$ cat config.mk
export PLATFORM = sky130hd
export DESIGN_NAME = regfile_sb
export DESIGN_NICKNAME = d
export VERILOG_FILES = /design/src/rtl/regfile_sb.sv
export SDC_FILE = /design/constraint.sdc
export NUM_CORES = 2
export LEC_CHECK = 0
export ABC_AREA = 0
export CORE_UTILIZATION = 30
export CTS_BUF_LIST = sky130_fd_sc_hd__clkbuf_2 sky130_fd_sc_hd__clkbuf_4 sky130_fd_sc_hd__clkbuf_8
export DETAILED_ROUTE_END_ITERATION = 8
export DONT_BUFFER_PORTS = 1
export HOLD_SLACK_MARGIN = 0.08
export PLACE_DENSITY = 0.48
export SYNTH_ARGS = -nofsm -noshare
export SYNTH_HDL_FRONTEND = slang
export SYNTH_SLANG_ARGS = --single-unit
$ cat constraint.sdc
create_clock -name clk -period 6 [get_ports clk]
set_input_delay 1.2 -clock clk [delete_from_list [all_inputs] [get_ports clk]]
set_output_delay 1.2 -clock clk [all_outputs]
set_load 0.03 [all_outputs]
$ cat src/rtl/regfile_sb.sv
// Register file with per-entry busy scoreboard and a registered busy count.
// Optional write-to-read bypass is compiled in with REGFILE_SB_BYPASS_EN.
module regfile_sb #(
  parameter int DATA_W   = 32,
  parameter int ADDR_W   = 5,
  parameter int ZERO_REG = 1
) (
  input  logic              clk,
  input  logic              reset,
  input  logic              rg_wrt_en,
  input  logic [ADDR_W-1:0] rg_wrt_addr,
  input  logic [DATA_W-1:0] rg_wrt_data,
  input  logic [ADDR_W-1:0] rg_rd_addr1,
  input  logic [ADDR_W-1:0] rg_rd_addr2,
  output logic [DATA_W-1:0] rg_rd_data1,
  output logic [DATA_W-1:0] rg_rd_data2,
  output logic              rg_rd_busy1,
  output logic              rg_rd_busy2,
  input  logic              sb_set_en,
  input  logic [ADDR_W-1:0] sb_set_addr,
  output logic [ADDR_W:0]   sb_busy_cnt
);
  localparam int DEPTH = 2**ADDR_W;
  localparam logic [ADDR_W:0] ONE = 1;

  logic [DATA_W-1:0] r_mem [DEPTH];
  logic [DEPTH-1:0]  r_busy;
  logic [ADDR_W:0]   r_cnt;

  logic              w_wr_ok, w_set_ok, w_inc, w_dec;
  logic [DATA_W-1:0] w_rd_data1, w_rd_data2;
  logic              w_rd_busy1, w_rd_busy2;

  function automatic logic is_zero(input logic [ADDR_W-1:0] a);
    return (ZERO_REG != 0) && (a == '0);
  endfunction

  assign w_wr_ok  = rg_wrt_en && !is_zero(rg_wrt_addr);
  assign w_set_ok = sb_set_en && !is_zero(sb_set_addr);
  assign w_inc    = w_set_ok && !r_busy[sb_set_addr];
  // A clear on the same entry as a set is overridden, so it never decrements.
  assign w_dec    = w_wr_ok && r_busy[rg_wrt_addr] &&
                    !(w_set_ok && (sb_set_addr == rg_wrt_addr));

  always_ff @(posedge clk) begin
    if (reset) begin
      for (int i = 0; i < DEPTH; i++) r_mem[i] <= '0;
      r_busy <= '0;
      r_cnt  <= '0;
    end else begin
      if (w_wr_ok) begin
        r_mem[rg_wrt_addr]  <= rg_wrt_data;
        r_busy[rg_wrt_addr] <= 1'b0;
      end
      if (w_set_ok) r_busy[sb_set_addr] <= 1'b1;
      case ({w_inc, w_dec})
        2'b10:   r_cnt <= r_cnt + ONE;
        2'b01:   r_cnt <= r_cnt - ONE;
        default: r_cnt <= r_cnt;
      endcase
    end
  end

  always_comb begin
    w_rd_data1 = is_zero(rg_rd_addr1) ? '0 : r_mem[rg_rd_addr1];
    w_rd_busy1 = !is_zero(rg_rd_addr1) && r_busy[rg_rd_addr1];
    w_rd_data2 = is_zero(rg_rd_addr2) ? '0 : r_mem[rg_rd_addr2];
    w_rd_busy2 = !is_zero(rg_rd_addr2) && r_busy[rg_rd_addr2];
`ifdef REGFILE_SB_BYPASS_EN
    // Same-cycle set never shows on the read busy; only the write path bypasses.
    if (w_wr_ok && (rg_rd_addr1 == rg_wrt_addr)) begin
      w_rd_data1 = rg_wrt_data;
      w_rd_busy1 = 1'b0;
    end
    if (w_wr_ok && (rg_rd_addr2 == rg_wrt_addr)) begin
      w_rd_data2 = rg_wrt_data;
      w_rd_busy2 = 1'b0;
    end
`endif
  end

  assign rg_rd_data1 = w_rd_data1;
  assign rg_rd_data2 = w_rd_data2;
  assign rg_rd_busy1 = w_rd_busy1;
  assign rg_rd_busy2 = w_rd_busy2;
  assign sb_busy_cnt = r_cnt;
endmodule

# ---- Word-level counts from Yosys, hierarchy flattened
# Memories as Yosys holds them, arrays and structs flattened.
# Index checks and enable logic that the tools add are counted.
dict set report word_totals {
  register_bits 38
  ram_bits 1024
  output_inout_bits 72
  word_cells 65
  mem_count 1
}
dict set report classes {
  n_addsub 2
  magnitude_cmp 6
  eq_ne 3
  mux 26
  bitwise_logic 3
  n_reduce_logical 22
}
# memory words word_bits read_ports rd_clocked_by_memory_dff wr line_no
set memory_table {}
lappend memory_table {r_mem 32 32 2 0 32 26} ;# logic [DATA_W-1:0] r_mem [DEPTH];
# op n
set ops {}
lappend ops {{$mux W32} 6}
lappend ops {{$and A32 B32 Y32} 1}
lappend ops {{$not A32 Y32} 1}
lappend ops {{$or A32 B32 Y32} 1}
lappend ops {{$reduce_or A32 Y1} 1}
lappend ops {{$lt A5 B6 Y1 const B} 4}
lappend ops {{$bmux W1 S5} 4}
lappend ops {{$logic_not A5 Y1} 4}
lappend ops {{$mux W1} 12}
lappend ops {{$pmux W6 S2} 1}
lappend ops {{$demux W1 S5} 2}
lappend ops {{$ge A5 B1 Y1 const B} 2}
lappend ops {{$logic_and A1 B1 Y1} 10}
lappend ops {{$add A6 B1 Y6 const B} 1}
lappend ops {{$logic_not A1 Y1} 6}
lappend ops {{$sub A6 B1 Y6 const B} 1}
lappend ops {{$eq A5 B5 Y1} 1}
lappend ops {{$mux W5} 1}
lappend ops {{$eq A2 B1 Y1 const B} 1}
lappend ops {{$eq A2 B2 Y1 const B} 1}
lappend ops {{$reduce_bool A2 Y1} 1}

# ---- Depth between registers and ports, before layout
dict set report depth {
  depth_word 10
  ltp_mapped 14
  ltp_nobuf 12
}

# ---- Worst setup path before layout
# No wires, ideal clock.
dict set report synth_path {
  kind {input-to-reg}
  startpoint {input sb_set_addr[0]}
  endpoint {register r_cnt[5], in the netlist sb_busy_cnt[5]}
  setup_ns 0.128
  arrival_ns 4.341
  path_slack_ns 1.531
  stages 13
  path_buffers 2
  path_cell_list {buf_2 -> clkbuf_1 -> mux2_2 -> o221ai_1 -> nand4b_1 -> a221o_1 -> ha_1 -> ha_1 -> or4b_2 -> a311o_1 -> o311ai_0 -> xnor2_1 -> nor2_1}
}
dict set report synth_via {
  elab_chain_len 8
}
# element line_no
set synth_rtl {}
lappend synth_rtl {{from (decl)} 20} ;# input logic [ADDR_W-1:0] sb_set_addr,
lappend synth_rtl {{branches (longest 8 deep; another with $pmux W6 S2)} n/a}
lappend synth_rtl {{to (signal assigned)} 57} ;# 2'b10: r_cnt <= r_cnt + ONE;
lappend synth_rtl {{to (signal assigned)} 58} ;# 2'b01: r_cnt <= r_cnt - ONE;
lappend synth_rtl {{to (signal assigned)} 59} ;# default: r_cnt <= r_cnt;
lappend synth_rtl {{to (decl)} 28} ;# logic [ADDR_W:0] r_cnt;
# Parallel ways; which one is timed is not known. The select of a mux whose other input is x is not followed.
# A chain may end at the register's enable or synchronous reset.

# ---- Final worst setup path
dict set report layout_path {
  startpoint {input rg_rd_addr1[1]}
  endpoint {output rg_rd_data1[7]}
}
dict set report layout_via {
  elab_chain_len 2
}
# element line_no
set layout_rtl {}
lappend layout_rtl {{from (decl)} 13} ;# input logic [ADDR_W-1:0] rg_rd_addr1,
lappend layout_rtl {{$mem_v2 Z32 W32 / $logic_not A5 Y1 (equally long branches)} n/a}
lappend layout_rtl {{$mux W32 (*)} 65} ;# w_rd_data1 = is_zero(rg_rd_addr1) ? '0 : r_mem[rg_rd_addr1];
lappend layout_rtl {{to (decl)} 15} ;# output logic [DATA_W-1:0] rg_rd_data1,
# Every way passes the cells marked *; elsewhere a longest branch is shown, timed or not.

==> results.md <==
- The run finished, with violations left.
- The checks that failed: design-rule violations.
- Setup repair after global routing left no endpoint under its margin.
- For the pin with the worst max-slew slack, the measured transition is around 1.4 ns.
- In the final routed layout, each cell accounts on average for 33.3 um.
- The placed standard-cell area is around 0.06 mm2.
- The tree is rooted in a clkbuf_8.
- The async set-or-reset flop fraction in the synthesized netlist is 0%.
- The initial core utilization is 30.2%.
- For this run, the share of the core covered by cells in the final layout is roughly 34%.
- The end point of the most critical hold path is r_busy[3]$_SDFF_PP0_.
- For this run, the leading register cell type out of synthesis is edfxtp_1.
- The power per cell area is between 200 and 300 mW/mm2.
- The sum of negative setup slack is 0 ns.
- The most numerous cell type found on the critical path is buf_4.
- The count of routing violations after the opening detailed-route iteration is 3924.
- The netlist area before placement is 0.0569 mm2.
- The global routing usage on met2 is 35.5%.
- The met3 usage is 3.52%.
- The count of filler cells inserted in the layout is around 18k.
- The first global-routing pass estimated ~290000 um of wire.
- The count of warnings emitted by yosys is 0.
- The kind of cell adding the most delay to the critical path is compound AO/OA/AOI/OAI gates.
- The busiest layer in global routing is met2.
- The number of global-route vias before repair is roughly 35k.
- The count of final hold-check violations was 0.
- In this run the core area contains between 150 and 200 standard-cell rows.
- Hold is met by around 0.43 ns.
- Of the cells placed in the final design, the portion with a size suffix greater than 1 is a little under a third.
- The final RePlAce weighted congestion is 0.827.
- For the worst-skew pair, the clock arrives at the later sink with an insertion delay of roughly 0.96 ns.
- The die area is around 0.19 mm2.
- The category of the worst setup path launch point is a primary input.
- between 100 and 150 I/O pins were placed.
- The smallest clock period supported by the final layout is computed as roughly 5.1 ns.
- Detailed placement ended at an HPWL of about 120000 um.
- By area, the combinational part of the netlist is dominated by multiplexers.
- The area inside the core boundary is 0.188 mm2.
- The global routing usage on met1 is around 29%.
- Yosys mapped the design onto 54 distinct sky130hd cell types.
- Max-cap violations in this run came to 0.
- The number of buffers inserted to repair setup after CTS is 0.
- Of the available clock period, the critical path in the final layout requires between 80% and 90%.
- STA puts the critical path data required time at about 4.8 ns.
- On the critical path, the stage with the largest delay is an instance of a221oi_1.
- In the global route stage, overall resource usage came out at 21.6%.
- TritonCTS created between 150 and 200 clock buffers.
- The mean instance size in the synthesized netlist is roughly 16 um2.
- The cell count after placement is approximately 5.9k.
- The residual DRC count is 8.
- Summing the areas of all compound-gate instances in the mapped netlist gives 3.02% of the synthesized area.
- The buffer levels on the longest clock path is 3.
- Summing all flip-flop and latch instances after layout gives 0.0315 mm2.
- The number of nets in the layout is 3638.
- Static timing analysis puts the maximum clock frequency at about 0.2 GHz.
- Ranked by total cell area, the synthesized netlist is headed by edfxtp_1 54%, mux4_2 24%, and2_1 11%.
- The most common cell in the synthesized netlist is edfxtp_1.
- The H-tree generated during clock tree synthesis spans 4 levels.
- The total count of max-transition violations in the final report was 0.
- Together, buffers and inverters on the worst path number 2.
- The worst-case IR drop observed on VDD is just over 200 uV.
- Clock skew on the completed layout was measured at 0.0247 ns.
- The largest fanout on the critical path is ~270.
- The die boundary width is ~440 um.
- Sequential elements use 55.4% of the synthesized area.
- The critical path starts at rg_rd_addr1[1].
- The cell type contributing the most total cell area after synthesis is edfxtp_1.
- Clock-pin slew was measured on the worst setup and hold paths at around 0.07 ns.
- The least setup slack across all paths after layout is 0.871 ns.
- The maximum cell stage delay along the critical path is roughly 0.74 ns.
- The first detailed-routing pass ran for 7 iterations.
- After synthesis, the largest area contributor takes up around 54% of total cell area.
- The number of gates given a new drive strength after cts is 0.
- For flop-to-flop paths, the worst setup slack is about 2.2 ns.
- The number of clock sinks is approximately 1.1k.
- The footprint of the multi-input gates is roughly 0.024 mm2.
- The via density per instance is 5.45.
- The post-route antenna net violation count is 0.
- The worst reg2reg path depth is 11.
- The total congestion overflow is 0.
- Setup violations remaining at the end of the flow were counted as 0.
- The critical register-to-register path startpoint is r_busy[19]$_SDFF_PP0_.
- The die is about 440 um tall.
- The commonest cells after synthesis are 1024 x edfxtp_1, 996 x and2_1, 609 x mux4_2.
- The cell count after synthesis came out at between 3k and 4k.
- The total power after layout is between 15 and 20 mW.
- The critical path is of the primary input to primary output type.
- The area growth from synthesis to layout is 11.7%.
- The non-filler instance count after layout is between 6k and 7k.
- The total number of vias is about 34k.
- Traced cell by cell, the critical path runs through nor3_1 -> nand2_2 -> o221ai_1 -> a221oi_1 -> buf_4 -> buf_4.
- The worst setup path is captured at a primary output.
- Measured against the total synthesized area, the mux share comes to 25.3%.
- The simple-gate portion of the synthesized area is around 12%.
- After Yosys synthesis, full adders, half adders and majority gates account for less than 1% of the synthesized area.
- The largest net degree at the start of global routing is around 270.
- Counting instances, the worst hold path has a depth of 1.
- The worst path arrival time is 3.93 ns.
- The worst hold path belongs to the class primary input to register.
- The TritonCTS clock tree is yes.
- The leakage power of the design is 21.2 nW.
- Hold repair after CTS inserted 0 buffers.
- The final routed wirelength across all metal layers is a little over 200000 um.
- The parity-gate share of the synthesized area counting xor and xnor cells is less than 1%.
- Counting flops with a built-in enable in the synthesized netlist gives 1024.
- After synthesis the netlist holds a flip-flop and latch count of ~1.1k.
- The initial antenna violation count is 21.
- The number of port buffers is 0.
- The tightest slew margin relative to the limit is 6.52%.
- The cell area after layout is roughly 0.064 mm2.
- The worst hold path begins at sb_set_addr[1].
- The destination of the worst register-to-register timing path is sb_busy_cnt[5]$_SDFFE_PP0P_.
- The setup slack at placement is 1.33 ns.
[flip-flops by register name (all words and copies together), names as in the netlist]
| signal | count |
|---|---|
| r_busy | 32 |
| r_mem | 1024 |
| sb_busy_cnt | 6 |
[cell type report]
| cell class | count | area share, % |
|---|---|---|
| clock inverters | 81 | 0.905 |
| diodes | 12 | 0.0472 |
| flip-flops and latches | 1062 | 49.6 |
| well taps | 2495 | 4.91 |
| repair buffers | 152 | 1.81 |
| inverters | 101 | 0.596 |
| clock buffers | 262 | 5.01 |
| multi-input cells | 2071 | 37.2 |
[per-layer routing]
| layer | vias to the layer above | wire length (um) |
|---|---|---|
| li1 | 14000 | - |
| met1 | 18200 | 85600 |
| met2 | 1424 | 100000 |
| met3 | 350 | 13300 |
| met4 | 0 | 8450 |
| met5 | - | 0 |
[worst max path at each step]
stage,to,cells past startpoint,slack (ns)
2_1_floorplan,sb_busy_cnt[5]$_SDFFE_PP0P_,13,1.53
3_3_place_gp,rg_rd_data1[16],6,1.31
3_5_place_dp,rg_rd_data1[16],6,1.33
4_1_cts,rg_rd_data1[16],6,1.33
5_1_grt,rg_rd_data1[16],6,0.97
6_report,rg_rd_data1[7],6,0.87
[worst reg2reg max path: cells and delay by family (launching register included)]
kind	cells	cell delay (ns)
AOI/OAI and AO/OA	5	1.20
and+or+nand+nor	2	0.68
adders and majority gates	2	0.71
xor gates and xnor gates	1	0.18
muxes	1	0.50
DFF	1	0.35
[placed cells by master, fill, tap and decap left out, types with 28 or more instances in the layout]
cell and instances:
and2_1 996, mux4_2 609, clkbuf_4 67, conb_1 32, dfxtp_1 38, inv_1 35, a221oi_1 65, o221ai_1 67
clkinv_1 109, clkbuf_8 195, edfxtp_1 1024, buf_4 151, mux2i_1 69, a21o_2 28
[cells by family (layout without fill, tap and decap cells)]
family / Yosys count / count (layout)
AND/OR/NAND/NOR: 1130 / 1130
multiplexers: 679 / 679
buffers and inverters: 493 / 596
other: 1 / 44
XOR/XNOR: 10 / 10
AO/OA/AOI/OAI: 214 / 214
adder cells (fa/ha/maj): 6 / 6
flip-flops: 1062 / 1062
[power by group]
part	internal, mW	leakage [nW]	switching [mW]	total (mW)
Combinational	0.948	9.12	1.03	1.98
Clock	3.73	1.98	3.28	7.01
Sequential	8.54	10.1	0.200	8.74
(Power assumes the default switching activity.)
